### config.mk
export PLATFORM = sky130hd
export DESIGN_NAME = cache_mem_arb
export DESIGN_NICKNAME = d
export VERILOG_FILES = /design/src/rtl/cache_mem_arb_pkg.sv /design/src/rtl/cache_mem_arb.sv
export SDC_FILE = /design/constraint.sdc
export NUM_CORES = 1
export LEC_CHECK = 0
export BUFFER_PORTS_ARGS = -buffer_cell sky130_fd_sc_hd__buf_2
export CAP_MARGIN = 20
export CORE_AREA = 2 2 105 107
export DETAILED_ROUTE_END_ITERATION = 6
export DIE_AREA = 0 0 107 109
export PLACE_DENSITY = 0.58
export REMOVE_ABC_BUFFERS = 1
export SKIP_CTS_REPAIR_TIMING = 1
export SLEW_MARGIN = 40
export SYNTH_ARGS = -nofsm -noshare
export SYNTH_HDL_FRONTEND = slang
export SYNTH_SLANG_ARGS = --single-unit
export TNS_END_PERCENT = 100
### constraint.sdc
create_clock -name CLK -period 1.5 [get_ports CLK]
set_input_delay 0.225 -clock CLK [delete_from_list [all_inputs] [get_ports CLK]]
set_output_delay 0.225 -clock CLK [all_outputs]
set_load 0.005 [all_outputs]
### src/rtl/cache_mem_arb_pkg.sv
// Shared types for the L1-cache / RAM arbiter: RAM handshake states,
// arbiter FSM states and the default starvation limit.
package cache_mem_arb_pkg;

  typedef logic [31:0] word_t;

  typedef enum logic [1:0] {
    FREE   = 2'd0,
    BUSY   = 2'd1,
    ACCESS = 2'd2,
    ERROR  = 2'd3
  } ramstate_t;

  typedef enum logic [1:0] {
    IDLE = 2'd0,
    DBUS = 2'd1,
    IBUS = 2'd2
  } arb_state_t;

  localparam int STARVE_MAX_DEF = 8;
  localparam int ARB_STARVE_W   = $clog2(STARVE_MAX_DEF + 1);

endpackage

### src/rtl/cache_mem_arb.sv
// Single-port RAM arbiter between icache and dcache. dcache has priority;
// a saturating starvation counter forces the icache in at a word boundary.
module cache_mem_arb
  import cache_mem_arb_pkg::*;
#(
  parameter int STARVE_MAX = STARVE_MAX_DEF
) (
  input  logic      CLK,
  input  logic      RST,
  input  logic      iREN,
  input  word_t     iaddr,
  output logic      iwait,
  output word_t     iload,
  input  logic      dREN,
  input  logic      dWEN,
  input  word_t     daddr,
  input  word_t     dstore,
  output logic      dwait,
  output word_t     dload,
  output logic      ramREN,
  output logic      ramWEN,
  output word_t     ramaddr,
  output word_t     ramstore,
  input  word_t     ramload,
  input  ramstate_t ramstate,
  output logic      busErr
);

  localparam int               CNT_W   = $clog2(STARVE_MAX + 1);
  localparam logic [CNT_W-1:0] CNT_MAX = CNT_W'(STARVE_MAX);
  localparam logic [CNT_W-1:0] CNT_ONE = CNT_W'(1);

  arb_state_t       state_q, state_d;
  logic [CNT_W-1:0] cnt_q, cnt_d;
  logic             bus_err_q, bus_err_d;

  logic             dreq_s;
  logic             ram_access_s;
  logic [CNT_W-1:0] beat_cnt_s;

  assign dreq_s       = dREN | dWEN;
  assign ram_access_s = (ramstate == ACCESS);
  assign busErr       = bus_err_q;
  assign iload        = ramload;
  assign dload        = ramload;

  // Starvation count a dcache ACCESS beat would produce this cycle.
  always_comb begin
    beat_cnt_s = '0;
    if (iREN) begin
      if (cnt_q == CNT_MAX) begin
        beat_cnt_s = CNT_MAX;
      end else begin
        beat_cnt_s = cnt_q + CNT_ONE;
      end
    end else begin
      beat_cnt_s = '0;
    end
  end

  // Arbitration next-state, starvation counter and sticky error update.
  always_comb begin
    state_d   = state_q;
    cnt_d     = cnt_q;
    bus_err_d = bus_err_q | ((state_q != IDLE) && (ramstate == ERROR));
    case (state_q)
      IDLE: begin
        if (dreq_s && !(iREN && (cnt_q == CNT_MAX))) begin
          state_d = DBUS;
        end else if (iREN) begin
          state_d = IBUS;
        end else begin
          state_d = IDLE;
        end
      end
      DBUS: begin
        // Preemption is only taken on a completed beat, never mid-word.
        if (ram_access_s) begin
          cnt_d = beat_cnt_s;
          if (iREN && (beat_cnt_s == CNT_MAX)) begin
            state_d = IBUS;
          end else if (!dreq_s) begin
            state_d = IDLE;
          end else begin
            state_d = DBUS;
          end
        end else if (!dreq_s) begin
          state_d = IDLE;
        end else begin
          state_d = DBUS;
        end
      end
      IBUS: begin
        if (ram_access_s) begin
          state_d = IDLE;
          cnt_d   = '0;
        end else if (!iREN) begin
          state_d = IDLE;
        end else begin
          state_d = IBUS;
        end
      end
      default: begin
        state_d = IDLE;
        cnt_d   = '0;
      end
    endcase
  end

  // Arbiter state registers.
  always_ff @(posedge CLK or posedge RST) begin
    if (RST) begin
      state_q   <= IDLE;
      cnt_q     <= '0;
      bus_err_q <= 1'b0;
    end else begin
      state_q   <= state_d;
      cnt_q     <= cnt_d;
      bus_err_q <= bus_err_d;
    end
  end

  // RAM port mux and wait generation from the registered grant.
  always_comb begin
    ramREN   = 1'b0;
    ramWEN   = 1'b0;
    ramaddr  = 32'h0000_0000;
    ramstore = 32'h0000_0000;
    iwait    = 1'b1;
    dwait    = 1'b1;
    case (state_q)
      DBUS: begin
        ramaddr  = daddr;
        ramstore = dstore;
        ramWEN   = dWEN;
        ramREN   = dREN & ~dWEN;
        dwait    = ~ram_access_s;
      end
      IBUS: begin
        ramaddr = iaddr;
        ramREN  = 1'b1;
        iwait   = ~ram_access_s;
      end
      default: begin
        ramREN = 1'b0;
        ramWEN = 1'b0;
      end
    endcase
  end

endmodule
==> impl_metrics.toml <==
[cts]
clk_latency_ns = 0.23
cts_tree = "done"
clock-sinks = 7
cts.clk_slew.worst_paths_ns = 0.04
htree_levels = 1
cts_root_buf = "clkbuf_8"
cts_buffers = 3
clk_path_buf_depth = 2

[run_status]
violations = "negative setup slack"
status = "finished with violations"

[yosys]
synth_edf_count = 0
synth_seq_cells = 7
async_flop_share_pct = 100
syn-cell-area_sq_um = 1730
yosysWarnings = 0
syn_inst = 236
ys_types = 30
ys_seq_area_share_pct = 10.1
avgSynthCellArea_sq_um = 7.33
ys.flop_type = "dfrtp_1"

[finish]
fin_nets = 494
final_common_cell = "buf_2"
final_cell_mix = "150 x buf_2, 33 x nor2b_1, 18 x a22oi_2, 18 x buf_6, 17 x and2_4"
final_cells = 492
fin_util_pct = 26.8
final_layout_size_suffix_gt1_share_pct = 69.3
areaGrowthSynthToFinish_pct = 64.6
num_antenna_cells = 0

[timing]
skew_ns = 0.00267
setup_violations = 71
holdWs_ns = 0.248
fin_tns_setup_ns = -12.88
setup_ws_ns = -0.251
maxSlewViolCount = 0
layout_min_cycle_time_ns = 1.75
relSlewSlack_pct = 79.3
period_share_pct = 117
worst_pin_slew_ns = 0.311
timing.final.hold_violations = 0
fmax_mhz = 571
rsz0062_at_grt = "true"

[setup_path]
worst_path_dominant_cell_family = "buffers and inverters"
slowest_delay_ns = 0.40
cp.arrival_ns = 1.53
cp.buffers_inverters = 3
worstSetupStartpointType = "register"
crit_chain = "buf_4 -> ha_4 -> buf_4 -> a22oi_1 -> nor2b_1 -> buf_2"
path_class = "reg -> out"
path_common_cell = "buf_4"
critPathRequiredTime_ns = 1.27
crit_fanout = 5
crit_path_top_delay_cell = "dfrtp_1"
endpoint_kind = "output port"

[power]
cellLeakagePower_nw = 1.43
p_total_mw = 3.15
ir_drop_mv = 0.498
p_per_area_nw_per_um2 = 1110

[drt]
drtIter0Drc = 139
wl_met2_um = 5640
routed_wl_um = 13300
vias = 2201
viasPerCell = 4.47
wirelength_met1_um = 4110
routedWlPerCell_um = 27.0
remaining_drc_errors = 0
routed-wl-met3_um = 3010
antenna_left = 0
routed.top_layer = "met5"
first_pass_iters = 4

[floorplanning]
die-area_sq_um = 11700
rows = 38
start_util_pct = 16.3
coreArea_sq_um = 10600
die_w_um = 107
die_h_um = 109
io_pins = 268

[global_route]
grt_pass1_wl_um = 16000
grt-ovfl-total = 0
grt_antenna_before_repair = 0
track_usage_pct = 20.3
grt_max_degree = 56
grt_pass1_vias = 2045

[placement]
place.gp.congestion = 0.939
io_buffers = 171
dp_hpwl_um = 11100
dp.cells = 479

[min_path]
hold_class = "in -> reg"

[run]
maxCapViolCount = 0
==> worst min-delay path, stage by stage <==
cell and delay (ns):
buf_2 0.11, nand2_1 0.05, o21bai_1 0.06
==> path summary, 6_finish.rpt <==
| check | from | to | slack (ns) | cells past startpoint |
|---|---|---|---|---|
| hold / removal | ramstate[1] | busErr | 0.25 | 3 |
| max in group asynchronous | RST | state_q[0] | 0.79 | 3 |
| min in group asynchronous | RST | cnt_q[1] | 0.47 | 3 |
| hold reg to reg | busErr | busErr | 0.49 | 1 |
| setup / recovery | state_q[1] | ramaddr[2] | -0.25 | 6 |
| setup reg to reg | state_q[1] | cnt_q[1] | -0.08 | 7 |
==> metal layers <==
metal,GRT usage [%],up-vias
met5,6.25,-
met4,7.70,2
met3,20.6,18
met2,30.6,243
met1,18.0,983
li1,-,955
==> area by class of cell <==
type | instances | area, sq um
Multi-Input combinational cell | 143 | 1170
Timing Repair Buffer | 191 | 1250
Fill cell | 1175 | 7760
Clock buffer | 4 | 45.0
Tap cell | 140 | 175
Inverter | 7 | 26.3
Sequential cell | 7 | 175
==> logic make-up after synthesis <==
family          Yosys count  share of synthesized area, %
compound gates           48                          20.5
xor+xnor                  2                          1.01
fa+ha+maj                 6                          4.34
buf+inv                  86                          33.2
flops                     7                          10.1
simple gates             87                          30.8
==> Yosys cell counts, types with 2 or more instances <==
cell	count	area, sq um
a21oi_1	2	10.0
a22oi_1	32	240
and2_1	33	206
and3b_1	2	17.5
buf_4	64	480
clkbuf_1	14	52.6
dfrtp_1	7	175
ha_1	6	75.1
inv_1	7	26.3
nand2_1	10	37.5
nor2_1	3	11.3
nor2b_1	33	206
o21a_1	2	15.0
o21ai_1	3	15.0
o21bai_1	2	15.0
o31ai_1	2	15.0
==> power by group <==
| part | leakage (nW) | switching (mW) | internal [mW] |
|---|---|---|---|
| Combinational | 1.32 | 1.18 | 1.45 |
| Clock | 0.0228 | 0.0970 | 0.185 |
| Sequential | 0.0895 | 0.0279 | 0.211 |
| Total | 1.43 | 1.30 | 1.85 |
==> flip-flops by register name, indices dropped and copies added, names as in the netlist <==
signal   count
state_q      2
busErr       1
cnt_q        4
==> metrics by stage <==
stage	instance area [sq um]	worst slack [ns]
global route	2850	-0.356
CTS	2370	-0.306
finish	2850	-0.251
global placement	2320	-0.0143
floorplan	1180	-0.658
detailed placement	2320	-0.0539
Note: power is estimated with default switching activity, not from simulation.
